**src/rtl/mips_pkg.sv**
```systemverilog
// Shared definitions for the MIPS fetch path: PC-source encodings, fetch FSM
// states, the default reset vector and instruction field positions.
package mips_pkg;

  // Next-PC source as presented by the control unit with ex_done.
  typedef enum logic [1:0] {
    PC_SEQ  = 2'b00,  // sequential, or conditional branch qualified by branch_taken
    PC_JUMP = 2'b01,  // j / jal pseudo-direct target
    PC_JR   = 2'b10,  // jr / jalr register target
    PC_RSVD = 2'b11   // treated exactly like PC_SEQ
  } pcSrc_e;

  // Fetch FSM states.
  typedef enum logic [1:0] {
    S_IDLE  = 2'b00,
    S_REQ   = 2'b01,
    S_ISSUE = 2'b10,
    S_ERR   = 2'b11
  } fetchState_e;

  localparam logic [31:0] RESET_PC_DEF = 32'h0040_0000;

  // Jump-index field of a J-type instruction.
  localparam int JIDX_HI = 25;
  localparam int JIDX_LO = 0;
  localparam int JIDX_W  = JIDX_HI - JIDX_LO + 1;

  // Pseudo-direct jump target: upper nibble of pc+4, word index, byte offset 0.
  function automatic logic [31:0] jumpTarget(input logic [31:0]       pcPlus4,
                                             input logic [JIDX_W-1:0] jumpIndex);
    return {pcPlus4[31:28], jumpIndex, 2'b00};
  endfunction

endpackage

```
**src/rtl/npc_calc.sv**
```systemverilog
// Purely combinational next-PC selection for the fetch unit, plus a flag that
// the selected target is not word aligned.
module npc_calc
  import mips_pkg::*;
(
  input  logic [31:0]        pcPlus4,
  input  logic [JIDX_W-1:0]  jumpIndex,
  input  logic [1:0]         pcSrc,
  input  logic               branchTaken,
  input  logic signed [31:0] branchOff,
  input  logic [31:0]        jrTarget,
  output logic [31:0]        npc,
  output logic               misaligned
);

  // Word offset to byte offset; wraps modulo 2^32 like the adder below.
  logic signed [31:0] branchDisp;
  assign branchDisp = branchOff <<< 2;

  // Select the next PC from the retired instruction's control outcome.
  always_comb begin
    npc = pcPlus4;
    case (pcSrc)
      PC_JUMP: npc = jumpTarget(pcPlus4, jumpIndex);
      PC_JR:   npc = jrTarget;
      default: npc = branchTaken ? (pcPlus4 + $unsigned(branchDisp)) : pcPlus4;
    endcase
  end

  // Only a register target can really be misaligned, but checking the final
  // value keeps the rule in one place.
  assign misaligned = |npc[1:0];

endmodule

```
**src/rtl/fetch_unit.sv**
```systemverilog
// Instruction-fetch stage: owns the PC, fetches over a req/ack handshake from a
// variable-latency instruction memory, holds the word for decode until the core
// retires it, then steers to the next PC. Misaligned register targets and memory
// timeouts park the unit in a sticky error state until reset.
module fetch_unit
  import mips_pkg::*;
#(
  parameter logic [31:0] RESET_PC = RESET_PC_DEF,
  parameter int          TIMEOUT  = 16
) (
  input  logic               clk,
  input  logic               reset_n,
  output logic               imem_req,
  output logic [31:0]        imem_addr,
  input  logic               imem_ack,
  input  logic [31:0]        imem_rdata,
  output logic [31:0]        instr,
  output logic               instr_valid,
  output logic [31:0]        pc,
  output logic [31:0]        pc_plus4,
  input  logic               ex_done,
  input  logic [1:0]         pc_src,
  input  logic               branch_taken,
  input  logic signed [31:0] branch_off,
  input  logic [31:0]        jr_target,
  output logic               fetch_err
);

  localparam int CNT_W = (TIMEOUT > 2) ? $clog2(TIMEOUT) : 1;
  localparam logic [CNT_W-1:0] CNT_LAST = CNT_W'(TIMEOUT - 1);

  fetchState_e      state;
  logic [CNT_W-1:0] waitCnt;
  logic [31:0]      npc;
  logic             npcMisaligned;

  assign imem_addr = pc;
  assign pc_plus4  = pc + 32'd4;

  npc_calc uNpc (
    .pcPlus4     (pc_plus4),
    .jumpIndex   (instr[JIDX_HI:JIDX_LO]),
    .pcSrc       (pc_src),
    .branchTaken (branch_taken),
    .branchOff   (branch_off),
    .jrTarget    (jr_target),
    .npc         (npc),
    .misaligned  (npcMisaligned)
  );

  // Fetch FSM with registered handshake/status outputs, PC, instruction latch
  // and the no-ack watchdog counter.
  always_ff @(posedge clk or negedge reset_n) begin
    if (!reset_n) begin
      state       <= S_IDLE;
      pc          <= RESET_PC;
      instr       <= '0;
      instr_valid <= 1'b0;
      imem_req    <= 1'b0;
      fetch_err   <= 1'b0;
      waitCnt     <= '0;
    end else begin
      case (state)
        S_IDLE: begin
          imem_req <= 1'b1;
          state    <= S_REQ;
        end
        S_REQ: begin
          if (imem_ack) begin
            instr       <= imem_rdata;
            waitCnt     <= '0;
            imem_req    <= 1'b0;
            instr_valid <= 1'b1;
            state       <= S_ISSUE;
          end else if (waitCnt == CNT_LAST) begin
            imem_req  <= 1'b0;
            fetch_err <= 1'b1;
            state     <= S_ERR;
          end else begin
            waitCnt <= waitCnt + CNT_W'(1);
          end
        end
        S_ISSUE: begin
          if (ex_done) begin
            instr_valid <= 1'b0;
            if (npcMisaligned) begin
              // PC stays at the faulting instruction for post-mortem.
              fetch_err <= 1'b1;
              state     <= S_ERR;
            end else begin
              pc       <= npc;
              imem_req <= 1'b1;
              state    <= S_REQ;
            end
          end
        end
        default: begin
          imem_req    <= 1'b0;
          instr_valid <= 1'b0;
          fetch_err   <= 1'b1;
          state       <= S_ERR;
        end
      endcase
    end
  end

endmodule
```
**config.mk**
```make
export PLATFORM = sky130hd
export DESIGN_NAME = fetch_unit
export DESIGN_NICKNAME = d
export VERILOG_FILES = /design/src/rtl/mips_pkg.sv /design/src/rtl/npc_calc.sv /design/src/rtl/fetch_unit.sv
export SDC_FILE = /design/constraint.sdc
export NUM_CORES = 1
export LEC_CHECK = 0
export ABC_CLOCK_PERIOD_IN_PS = 4600
export BUFFER_PORTS_ARGS = -buffer_cell sky130_fd_sc_hd__buf_2
export CAP_MARGIN = 10
export CORE_MARGIN = 2
export CORE_UTILIZATION = 30
export DETAILED_ROUTE_END_ITERATION = 7
export PLACE_DENSITY_LB_ADDON = 0.12
export SLEW_MARGIN = 20
export SYNTH_ARGS = -nofsm -noshare
export SYNTH_HDL_FRONTEND = slang
export SYNTH_HIERARCHICAL = 1
export SYNTH_SLANG_ARGS = --single-unit
```
**constraint.sdc**
```tcl
create_clock -name clk -period 4.6 [get_ports clk]
set_input_delay 0.69 -clock clk [delete_from_list [all_inputs] [get_ports clk]]
set_output_delay 0.69 -clock clk [all_outputs]
set_load 0.02 [all_outputs]
```
# --- After elaboration in Yosys (flattened, before gate mapping) ---
# Index checks and enable logic that the tools add are counted.
word_totals:
  regBits: 73
  latchBits: 0
  ramBits: 0
  mem_bits_ro: 0
  out_inout_bits: 131
  n_memories: 0
op_classes:
  addsub: 3
  mul: 0
  n_div: 0
  order_cmp: 0
  eq_ne: 13
  n_shift: 0
  n_mux: 22
  bitwise: 2
  reduce_logical: 9
ops:
  columns: ["cell", "n"]
  rows:
  - ["32-bit one-hot mux with 2 select lines", 1]
  - ["32-bit by 3-bit adder with 32-bit output (second input constant)", 1]
  - ["32-bit adder", 1]
  - ["32-bit 2-to-1 mux", 1]
  - ["2-bit inequality test (second input constant)", 7]
  - ["1-bit 2-to-1 mux", 10]
  - ["1-bit one-hot mux with 3 select lines", 3]
  - ["3-bit AND reduction", 3]
  - ["2-bit 2-to-1 mux", 4]
  - ["4-bit 2-to-1 mux", 2]
  - ["2-bit one-hot mux with 3 select lines", 1]
  - ["2-bit AND reduction", 3]
  - ["5-bit AND reduction", 1]
  - ["4-bit by 1-bit adder with 4-bit output (second input constant)", 1]
  - ["2-bit by 1-bit equality test with 1-bit output (second input constant)", 2]
  - ["2-bit equality test (second input constant)", 2]
  - ["4-bit equality test (second input constant)", 1]
  - ["3-bit inequality test (second input constant)", 1]
  - ["2-bit logical NOT", 1]
  - ["1-bit inverter", 2]
  - ["2-bit OR reduction", 1]

# --- Longest topological paths before layout ---
# Gate-level depths: netlist of the first run.
logic_depth:
  depth_word: 8
  depth_mapped: 16
  mapped_depth_nobuf: 16

# --- By module ---
# The synthesis of the first run kept the hierarchy.
by_module_without_submodules:
  columns: ["mod", "instances", "cells_per_inst", "area_each_um2", "seq_area_each_um2"]
  rows:
  - ["fetch_unit", 1, 291, 3614.7, 1828.0]
  - ["npc_calc", 1, 334, 2306.0, 0.0]

# --- Worst setup path before layout of the first run ---
# No wires, ideal clock.
synth_path:
  path_kind: "register to register"
  start: "register pc[4] (netlist: imem_addr[4])"
  end: "register pc[30] (netlist: imem_addr[30])"
  setup_ps: 125
  arrival_time_ps: 4052
  required_ps: 4475
  slack_ps: 423
  path_stages_with_launch: 17
  period_less_slack_ps: 4177
  cell_sequence: "dfrtp_1 -> nand3_1 -> nor4_4 -> and2b_1 -> xor2_1 -> ha_1 -> buf_2 -> a211oi_1 -> o211ai_1 -> a31oi_1 -> o21ai_0 -> nor2_1 -> o31ai_2 -> o41ai_1 -> mux2i_1 -> nand3_1 -> mux2_2"
synth_between:
  elab_chain_cells: 4
synth_lines:
  columns: ["item", "line", "source"]
  rows:
  - ["start: declaration", "fetch_unit.sv:19", "output logic [31:0] pc,"]
  - ["start signal: assignment", "fetch_unit.sv:91", "pc <= npc;"]
  - ["32-bit by 3-bit adder with 32-bit output", "fetch_unit.sv:38", "assign pc_plus4 = pc + 32'd4;"]
  - ["named net pc_plus4[17]", "fetch_unit.sv:20", "output logic [31:0] pc_plus4,"]
  - ["32-bit adder", "npc_calc.sv:26", "default: npc = branchTaken ? (pcPlus4 + $unsigned(branchDisp)) : pcPlus4;"]
  - ["32-bit 2-to-1 mux", "npc_calc.sv:26", null]
  - ["32-bit one-hot mux with 2 select lines", "npc_calc.sv:23", "case (pcSrc)"]
  - ["named net npc[30]", "fetch_unit.sv:34", "logic [31:0] npc;"]
# The timed path passes the listed nets, and every way through them passes these cells.
# A chain may end at the register's enable or synchronous reset.

# --- Worst setup path after layout of the first run ---
layout_path:
  start: "register pc[4] (netlist: imem_addr[4])"
  end: "register pc[30] (netlist: imem_addr[30])"
layout_between:
  elab_chain_cells: 4
layout_lines:
  columns: ["item", "line"]
  rows:
  - ["32-bit by 3-bit adder with 32-bit output (*)", "fetch_unit.sv:38"]
  - ["32-bit adder", "npc_calc.sv:26"]
  - ["32-bit 2-to-1 mux", "npc_calc.sv:26"]
  - ["32-bit one-hot mux with 2 select lines (*)", "npc_calc.sv:23"]
  - ["named net npc[30]", "fetch_unit.sv:34"]
# The timed path passes the listed nets; every way through them passes the cells marked *.

==> impl_metrics.yaml, run 1 <==
timing:
  fin_crit_sh: 0.911
  max_freq_ghz: 0.239
  finalClockSkew_ns: 0.0117
  slew_violations: 0
  hold_slack_ns: 0.290
  hold_viol: 0
  setup_viol: 0
  worst_slew_pin_slew_ns: 0.867
  fin_crit_ns: 4.19
  fin_ws_ns: 0.409
  fin_setup_tns_ns: 0
  slew_headroom: 0.420
  rsz0062_at_grt: "no"
yosys:
  ys_types: 58
  synth.top_cell.area_share: 0.304
  synth.area.top_cells: "dfrtp_1 30%, mux2_2 12%, ha_1 7.0%"
  async_flop_share: 1.00
  yosys.area_share.xor_xnor: 0.0784
  avgSynthCellArea_um2: 9.47
  synth_common_cells: "72 x dfrtp_1, 63 x mux2_2, 62 x a21oi_1, 41 x nand2_1, 38 x o21ai_0"
  synth-compound-area-share: 0.189
  syn_nets: 762
  netlist_area_um2: 5920
  yosysTopAreaCell: "dfrtp_1"
  synth_cells: 625
  synthFlopType: "dfrtp_1"
  ys_ff_latch: 73
  yosysWarnings: 6
  yosysMostFrequentCell: "dfrtp_1"
  synth_mux_area_frac: 0.135
  synth_top_family_by_area: "compound AO/OA/AOI/OAI gates"
  synthSimpleGateAreaFrac: 0.136
  ys_seq_area_frac: 0.309
  synth_edf_count: 0
  synthAdderAreaFrac: 0.0731
detailed_routing:
  routed_via_density: 5.10
  drc_errors: 0
  route.met3.wl_um: 1390
  antenna_left: 0
  wl_per_cell_um: 18.9
  wirelength_met1_um: 9520
  top_layer_used: "met4"
  drt_iter0_drc: 359
  vias: 5580
  wl_met2_um: 9500
  wl_um: 20700
  dr.pass1.iters: 5
power_and_ir_drop:
  p_int_mw: 2.14
  power_switching_mw: 2.03
  irDropWorstVdd_mv: 0.190
  p_leak_nw: 3.79
  sw_frac_of_total: 0.487
  combPwrFrac: 0.565
  p_per_area_nw_per_um2: 562
  clkPwrFrac: 0.163
  power_frac_seq: 0.273
setup_path:
  worst_ep_arrival_time_ns: 4.41
  worst-path-max-fanout: 8
  cpPeakStageDelay_ns: 0.47
  critPathLaunchType: "register"
  end_kind: "register"
  critPathKind: "reg2reg"
  path_common_cell: "nand3_1"
  crit_required_ns: 4.82
  path_cells: "nand3_1, nor4_4, buf_4, and2b_1, xor2_1, ha_1, a211oi_1, o211ai_1, a31oi_1, o21ai_0, nor2_1, o31ai_2, o41ai_1, mux2i_1, nand3_1, mux2_2"
  slowest_stage: "dfrtp_1"
  cp_num_buf_inv: 1
  cpLargestDelayFamily: "compound AO/OA/AOI/OAI gates"
global_routing:
  grt_max_degree: 74
  gr-total-overflow: 0
  grt_pass1_wl_um: 31300
  grt_pass1_vias: 5453
  grtUsageTotal: 0.196
  antenna_found_initial: 0
cells_and_area:
  drive_above_1_share: 0.414
  finish.instance_area_um2: 7430
  utilization: 0.383
  antenna_cells: 0
  area_growth_pct: 25.4
  layout.nets: 961
clocking:
  cts_tree: "yes"
  clock_latency_ns: 0.34
  cts_resized: 0
  clockBufferDepth: 2
  cts.sinks: 73
  cts_inserted_buffers: 9
  clk_pin_slew_ns: 0.06
  htreeDepth: 3
  cts_root_buf: "clkbuf_16"
floorplan:
  ioPinCount: 234
  num_rows: 51
  die-width_um: 144
  core_area_um2: 19400
  die_h_um: 144
  start_util: 0.305
  die-area_um2: 20900
placement:
  port_buffers: 231
  placed_area_um2: 7100
  place_congestion: 0.949
  post-place-ws_ns: 0.353
  dp_hpwl_um: 16200
hold_path:
  holdCritPathClass: "in2async"
outcome:
  status: "finished, final reports clean"
run:
  drv_cap: 0
-- layout by cell type, fill, tap and decap left out, types with 8 or more instances in the layout --
master       n
a21o_1      11
a21oi_1     62
a221oi_1    15
a22o_1      10
and3_1       8
buf_2      230
buf_4       17
clkbuf_16    9
dfrtp_1     72
ha_1        33
inv_1       15
mux2_2      63
mux2i_1      9
nand2_1     41
nand3_1     22
nand4_1     11
nor2_1      19
o21ai_0     38
xnor2_1     33
xor2_1      20
-- metrics by stage --
stage | power (mW) | cells
after floorplan | 2.77 | 625
after global placement | 3.46 | 1074
after detailed placement | 3.49 | 1074
after CTS | 4.20 | 1090
after global routing | 4.48 | 1094
final | 4.18 | 1094
-- repair_timing --
action,CTS,global route
setup endpoints to repair,0,1
hold endpoints to repair,0,0
hold buffers,0,0
buffers inserted,0,3
-- final timing paths --
| path | from | endpoint | slack [ns] | cells after the start |
|---|---|---|---|---|
| max | imem_addr[4]$_DFFE_PN0P_ | imem_addr[30]$_DFFE_PN0P_ | 0.41 | 16 |
| min in group clk | fetch_err$_DFFE_PN0P_ | fetch_err$_DFFE_PN0P_ | 0.47 | 1 |
| min reg2reg | fetch_err$_DFFE_PN0P_ | fetch_err$_DFFE_PN0P_ | 0.47 | 1 |
| max reg2reg | imem_addr[4]$_DFFE_PN0P_ | imem_addr[30]$_DFFE_PN0P_ | 0.41 | 16 |
| max in group asynchronous | reset_n | imem_addr[22]$_DFFE_PN1P_ | 3.67 | 2 |
| min | reset_n | instr[1]$_DFFE_PN0P_ | 0.29 | 1 |
-- registers in the layout (all words and copies together) (netlist names) --
| signal | flops |
|---|---|
| state | 2 |
| waitCnt | 4 |
| instr_valid | 1 |
| imem_addr | 32 |
| imem_req | 1 |
| fetch_err | 1 |
| instr | 32 |
-- metal layers --
metal	global-route usage	vias to the layer above
li1	-	2674
met1	0.280	2682
met2	0.306	206
met3	0.0384	18
met4	0.0470	0
met5	0	-
-- cells by family (layout without fill, tap and decap cells) --
| family | count (synthesis) | after routing |
|---|---|---|
| fa+ha+maj | 34 | 34 |
| xor+xnor | 53 | 53 |
| buf+inv | 75 | 279 |
| mux | 72 | 72 |
| compound gates | 175 | 175 |
| simple gates | 143 | 143 |
| flops | 73 | 73 |
-- power groups by stage --
stage	Sequential [mW]	Combinational, mW	Clock [mW]
2_1_floorplan	1.29	1.48	0
3_3_place_gp	1.14	2.32	0
3_5_place_dp	1.15	2.34	0
4_1_cts	1.14	2.35	0.706
5_1_grt	1.18	2.57	0.735
6_report	1.14	2.36	0.679
-- cell type report --
cell class,instances,area [µm²]
Inverter,15,56.3
Clock inverter,6,42.5
Multi-Input combinational cell,477,3620
Tap cell,265,332
Fill cell,2056,12000
Sequential cell,73,1830
Clock buffer,10,239
Timing Repair Buffer,248,1310
(Power assumes the default switching activity.)
==> run 2: changes to the inputs <==
--- a/config.mk
+++ b/config.mk
@@ -12,6 +12,7 @@
 export CORE_UTILIZATION = 30
 export DETAILED_ROUTE_END_ITERATION = 7
 export PLACE_DENSITY_LB_ADDON = 0.12
+export SETUP_SLACK_MARGIN = 0.5
 export SLEW_MARGIN = 20
 export SYNTH_ARGS = -nofsm -noshare
 export SYNTH_HDL_FRONTEND = slang
==> run 2 against run 1 <==
Clock skew decreased by 0.0020 ns. Critical path depth rose by 1. Register-to-register slack gained 0.26 ns. Power increased by 7.9%. Fmax up 6.5%.
==> impl_metrics.yaml, run 2 (synthesis results as in run 1) <==
clocking:
  htreeDepth: 3
  clk_pin_slew_ns: 0.06
  cts_tree: "yes"
  cts_root_buf: "clkbuf_16"
  clock_latency_ns: 0.33
  cts_inserted_buffers: 9
  cts.sinks: 73
  clockBufferDepth: 2
  cts_hold_buf: 0
setup_path:
  crit_cells: 17
  path_cells: "ha_4, nand2_2, nor4_4, buf_6, nand3_1, xnor2_2, ha_1, a21o_1, a21o_1, a21oi_2, nor2_1, a21oi_1, o31ai_2, o41ai_2, mux2i_1, nand3_1, mux2_2"
  cpPeakStageDelay_ns: 0.44
  end_kind: "register"
  slowest_stage: "dfrtp_2"
  reg2reg_depth: 17
  crit_required_ns: 4.80
  critPathKind: "reg2reg"
  worst_ep_arrival_time_ns: 4.14
  worst-path-max-fanout: 5
  critPathLaunchType: "register"
  cp_num_buf_inv: 1
  cpLargestDelayFamily: "compound AO/OA/AOI/OAI gates"
timing:
  fin_crit_sh: 0.855
  hold_viol: 0
  max_freq_ghz: 0.254
  finalClockSkew_ns: 0.00969
  worst_slew_pin_slew_ns: 0.982
  slew_headroom: 0.345
  fin_crit_ns: 3.93
  rsz0062_at_grt: "yes"
  fin_setup_tns_ns: 0
  hold_slack_ns: 0.475
  setup_viol: 0
  slew_violations: 0
  fin_ws_ns: 0.667
floorplan:
  start_util: 0.305
  core_area_um2: 19400
  die-area_um2: 20900
  die-width_um: 144
  die_h_um: 144
  num_rows: 51
  ioPinCount: 234
hold_path:
  holdCritPathClass: "reg2reg"
  min_path_cells: 1
detailed_routing:
  drt_iter0_drc: 328
  routed_via_density: 5.11
  drc_errors: 0
  vias: 5636
  dr.pass1.iters: 5
  wl_um: 20200
  wl_per_cell_um: 18.3
  antenna_left: 0
power_and_ir_drop:
  p_per_area_nw_per_um2: 577
  power.total_mw: 4.50
  irDropWorstVdd_mv: 0.205
  p_leak_nw: 3.94
cells_and_area:
  final_common_cell: "buf_2"
  drive_above_1_share: 0.475
  final_cell_mix: "230 x buf_2, 62 x mux2_2, 59 x dfrtp_1"
  layout.nets: 971
  area_growth_pct: 31.8
global_routing:
  gr-total-overflow: 0
  grt_pass1_wl_um: 30200
  antenna_found_initial: 2
  grt_max_degree: 74
  grt_pass1_vias: 5374
  grtUsageTotal: 0.188
run:
  drv_cap: 0
placement:
  dp_hpwl_um: 15900
  place_congestion: 0.895
  post-place-ws_ns: 0.375
  port_buffers: 231
outcome:
  status: "finished, final reports clean"
[run 2: changes by cell type in the layout (fill, tap and decap cells not counted), moves of 4 or more]
cell | previous run | this run
a21oi_1 | 62 | 58
dfrtp_1 | 72 | 59
ha_1 | 33 | 27
dfrtp_2 | 0 | 13
xnor2_2 | 0 | 9
xnor2_1 | 33 | 23
buf_4 | 17 | 27
a21oi_2 | 0 | 4
[run 2: repair_timing]
action	4_1_cts	5_1_grt
resized for setup	7	46
pin swaps	0	14
setup endpoints to repair	4	9
endpoints found under the hold margin	0	0
setup buffers	0	12
[run 2: metal layers]
metal	routed length (µm)	vias to the layer above	part of all wire	global-route usage
met2	8870	177	0.44	0.276
met5	13	-	0.00064	0
met3	1110	21	0.055	0.0311
li1	-	2700	-	-
met1	9910	2736	0.49	0.283
met4	307	2	0.015	0.0475
[run 2: final cells by class]
cell class	count	area (µm²)
Inverter	15	56.3
Multi-Input combinational cell	477	3860
Clock buffer	10	239
Fill cell	2006	11600
Tap cell	265	332
Sequential cell	73	1840
Antenna cell	1	2.50
Timing Repair Buffer	258	1370
Clock inverter	5	104
[run 2: final timing paths]
kind                                           from                         to  slack (ns)
max                        imem_addr[3]$_DFFE_PN0P_  imem_addr[30]$_DFFE_PN0P_        0.67
min                           fetch_err$_DFFE_PN0P_      fetch_err$_DFFE_PN0P_        0.48
max reg2reg                imem_addr[3]$_DFFE_PN0P_  imem_addr[30]$_DFFE_PN0P_        0.67
min reg2reg                   fetch_err$_DFFE_PN0P_      fetch_err$_DFFE_PN0P_        0.48
max in group asynchronous                   reset_n  imem_addr[16]$_DFFE_PN0P_        3.37
min in group asynchronous                   reset_n       instr[6]$_DFFE_PN0P_        0.50
[run 2: worst reg2reg max path, cell delays in order (launching register included)]
cell	delay [ns]
dfrtp_2	0.44
ha_4	0.18
nand2_2	0.10
nor4_4	0.31
buf_6	0.16
nand3_1	0.12
xnor2_2	0.19
ha_1	0.38
a21o_1	0.22
a21o_1	0.19
a21oi_2	0.22
nor2_1	0.07
a21oi_1	0.16
o31ai_2	0.13
o41ai_2	0.28
mux2i_1	0.25
nand3_1	0.13
mux2_2	0.28
[run 2: through the flow]
| step | instances | util | area [µm²] |
|---|---|---|---|
| 5_1_grt | 1104 | 0.402 | 7800 |
| 2_1_floorplan | 625 | - | 5930 |
| 4_1_cts | 1091 | 0.386 | 7490 |
| 3_5_place_dp | 1076 | 0.367 | 7120 |
| 3_3_place_gp | 1076 | 0.367 | 7120 |
| 6_report | 1104 | 0.402 | 7800 |
[run 2: power by group]
| group | total, mW | leakage [nW] | switching, mW | internal, mW |
|---|---|---|---|---|
| combinational | 2.53 | 2.86 | 1.51 | 1.02 |
| sequential | 1.16 | 0.903 | 0.305 | 0.855 |
| clock | 0.810 | 0.169 | 0.268 | 0.542 |
==> run 3: changes to the inputs <==
--- a/config.mk
+++ b/config.mk
@@ -9,7 +9,7 @@
 export BUFFER_PORTS_ARGS = -buffer_cell sky130_fd_sc_hd__buf_2
 export CAP_MARGIN = 10
 export CORE_MARGIN = 2
-export CORE_UTILIZATION = 30
+export CORE_UTILIZATION = 50
 export DETAILED_ROUTE_END_ITERATION = 7
 export PLACE_DENSITY_LB_ADDON = 0.12
 export SETUP_SLACK_MARGIN = 0.5
==> constraint.sdc (replaced) <==
create_clock -name clk -period 4.6 [get_ports clk]
set_input_delay 0.23 -clock clk [delete_from_list [all_inputs] [get_ports clk]]
set_output_delay 0.23 -clock clk [all_outputs]
set_load 0.02 [all_outputs]
==> run 3 against run 2 <==
The run now ends with negative hold slack left. Utilization grew 24 points. Clock skew shrank 0.0057 ns. Register-to-register slack lost 0.11 ns. Critical endpoint is now imem_addr[31]$_DFFE_PN0P_. Final cell count shrank 13%. Combinational power shrank 8.3%. Clock power shrank 9.6%. First-iteration DRC count grew 5.5%. Global-route usage grew 9.7 points.
==> impl_metrics.yaml, run 3 (synthesis results as in run 1) <==
power_and_ir_drop:
  p_per_area_nw_per_um2: 571
  power_switching_mw: 1.97
  power.total_mw: 4.18
  p_int_mw: 2.21
  p_leak_nw: 3.77
  irDropWorstVdd_mv: 0.382
  power_frac_seq: 0.269
  combPwrFrac: 0.556
  clkPwrFrac: 0.175
  sw_frac_of_total: 0.470
timing:
  rsz0062_at_grt: "yes"
  worst_slew_pin_slew_ns: 1.01
  slew_headroom: 0.323
  fin_ws_ns: 0.560
  hold_slack_ns: -0.00446
  slew_violations: 0
  fin_crit_ns: 4.04
  fin_setup_tns_ns: 0
  max_freq_ghz: 0.248
  hold_viol: 4
  setup_viol: 0
  fin_crit_sh: 0.878
  finalClockSkew_ns: 0.00399
detailed_routing:
  wl_met2_um: 9310
  drt_iter0_drc: 346
  route.met3.wl_um: 1090
  wl_um: 18300
  antenna_left: 0
  wirelength_met1_um: 7620
  top_layer_used: "met4"
  dr.pass1.iters: 5
  routed_via_density: 5.86
  drc_errors: 0
  vias: 5658
  wl_per_cell_um: 18.9
run:
  drv_cap: 0
placement:
  port_buffers: 231
  place_congestion: 0.885
  dp_hpwl_um: 13700
  placed_area_um2: 6910
  post-place-ws_ns: 0.494
outcome:
  status: "complete, but fails checks"
  violations: "negative hold slack"
setup_path:
  worst-path-max-fanout: 6
  slowest_stage: "a2111o_1"
  r2r_slack_ns: 0.56
  reg2reg_depth: 17
  r2r_end: "imem_addr[31]$_DFFE_PN0P_"
  path_cells: "ha_1, nand2_1, nor4_4, buf_4, nand2_1, xnor2_2, ha_2, a21o_1, a2111o_1, a21oi_1, a31oi_2, a31oi_2, a21oi_2, xnor2_1, or3_1, a31oi_1, mux2_2"
  worstReg2RegStart: "imem_addr[2]$_DFFE_PN0P_"
  cpPeakStageDelay_ns: 0.43
  end_kind: "register"
  critPathKind: "reg2reg"
  crit_required_ns: 4.88
  critPathLaunchType: "register"
  worst_ep_arrival_time_ns: 4.32
clocking:
  cts_tree: "yes"
  clockBufferDepth: 2
  cts_inserted_buffers: 9
  cts.sinks: 73
  clock_latency_ns: 0.34
  clk_pin_slew_ns: 0.06
  htreeDepth: 3
  cts_root_buf: "clkbuf_16"
global_routing:
  antenna_found_initial: 2
  grt_pass1_vias: 5539
  grt_pass1_wl_um: 28700
  gr-total-overflow: 0
  grt_max_degree: 74
  grtUsageTotal: 0.284
floorplan:
  die-area_um2: 12700
  ioPinCount: 234
  die-width_um: 113
  num_rows: 39
  core_area_um2: 11500
  die_h_um: 113
  start_util: 0.516
cells_and_area:
  final_cell_mix: "230 x buf_2, 64 x dfrtp_1, 63 x mux2_2"
  drive_above_1_share: 0.435
  final_common_cell: "buf_2"
  finish.instance_area_um2: 7320
  area_growth_pct: 23.7
  layout.nets: 954
hold_path:
  holdCritPathClass: "in2async"
==> run 3: cell types whose count changed in the layout (fill, tap and decap cells not counted), moves of 2 or more <==
cell / before / now
xnor2_2: 9 / 3
ha_4: 3 / 0
ha_1: 27 / 32
dfrtp_2: 13 / 8
xnor2_1: 23 / 30
buf_4: 27 / 11
bufinv_16: 3 / 1
dfrtp_1: 59 / 64
nand2_2: 4 / 1
nand2_1: 38 / 41
ha_2: 3 / 1
inv_6: 0 / 2
==> run 3: per-stage QoR <==
step,std cells,util
global placement,946,0.602
detailed placement,946,0.602
CTS,962,0.631
global route,965,0.638
floorplan,625,-
finish,966,0.639
==> run 3: what timing repair did <==
| item | CTS | global route |
|---|---|---|
| endpoints found under the setup margin | 3 | 6 |
| resized for setup | 3 | 20 |
| buffers inserted | 1 | 2 |
| pin swaps | 1 | 3 |
| hold buffers | 0 | 0 |
==> run 3: layout make-up <==
class	instances	area, µm²
Fill cell	1011	4140
Multi-Input combinational cell	477	3710
Sequential cell	73	1840
Timing Repair Buffer	241	1230
Clock buffer	10	239
Tap cell	143	179
Clock inverter	5	63.8
Inverter	15	56.3
Antenna cell	2	5.00
==> run 3: worst max-delay path: cells and delay by family, from the launching register on <==
family | cells | cell delay [ns]
adder cells (fa/ha/maj) | 2 | 0.55
XOR/XNOR | 2 | 0.39
flip-flops | 1 | 0.42
AND/OR/NAND/NOR | 4 | 0.86
multiplexers | 1 | 0.17
AO/OA/AOI/OAI | 7 | 1.39
buffers and inverters | 1 | 0.19
==> run 3: power groups by stage <==
stage	Combinational (mW)	Clock [mW]	Sequential, mW
floorplan	1.48	0	1.29
global placement	2.25	0	1.10
detailed placement	2.27	0	1.12
CTS	2.29	0.746	1.11
global route	2.52	0.769	1.15
finish	2.32	0.732	1.12
==> run 3: how the worst max path moves through the flow <==
stage	from	end	depth (start not counted)
floorplan	imem_addr[5]$_DFFE_PN0P_	imem_addr[30]$_DFFE_PN0P_	15
finish	imem_addr[2]$_DFFE_PN0P_	imem_addr[31]$_DFFE_PN0P_	17
global placement	imem_addr[4]$_DFFE_PN0P_	imem_addr[29]$_DFFE_PN0P_	13
CTS	imem_addr[2]$_DFFE_PN0P_	imem_addr[31]$_DFFE_PN0P_	17
global route	imem_addr[2]$_DFFE_PN0P_	imem_addr[31]$_DFFE_PN0P_	17
detailed placement	imem_addr[7]$_DFFE_PN0P_	imem_addr[30]$_DFFE_PN0P_	15
==> run 3: per-layer routing <==
metal,vias to the layer above,GRT usage
li1,2671,-
met1,2741,0.354
met2,227,0.503
met3,19,0.0514
met4,0,0.0837
met5,-,0
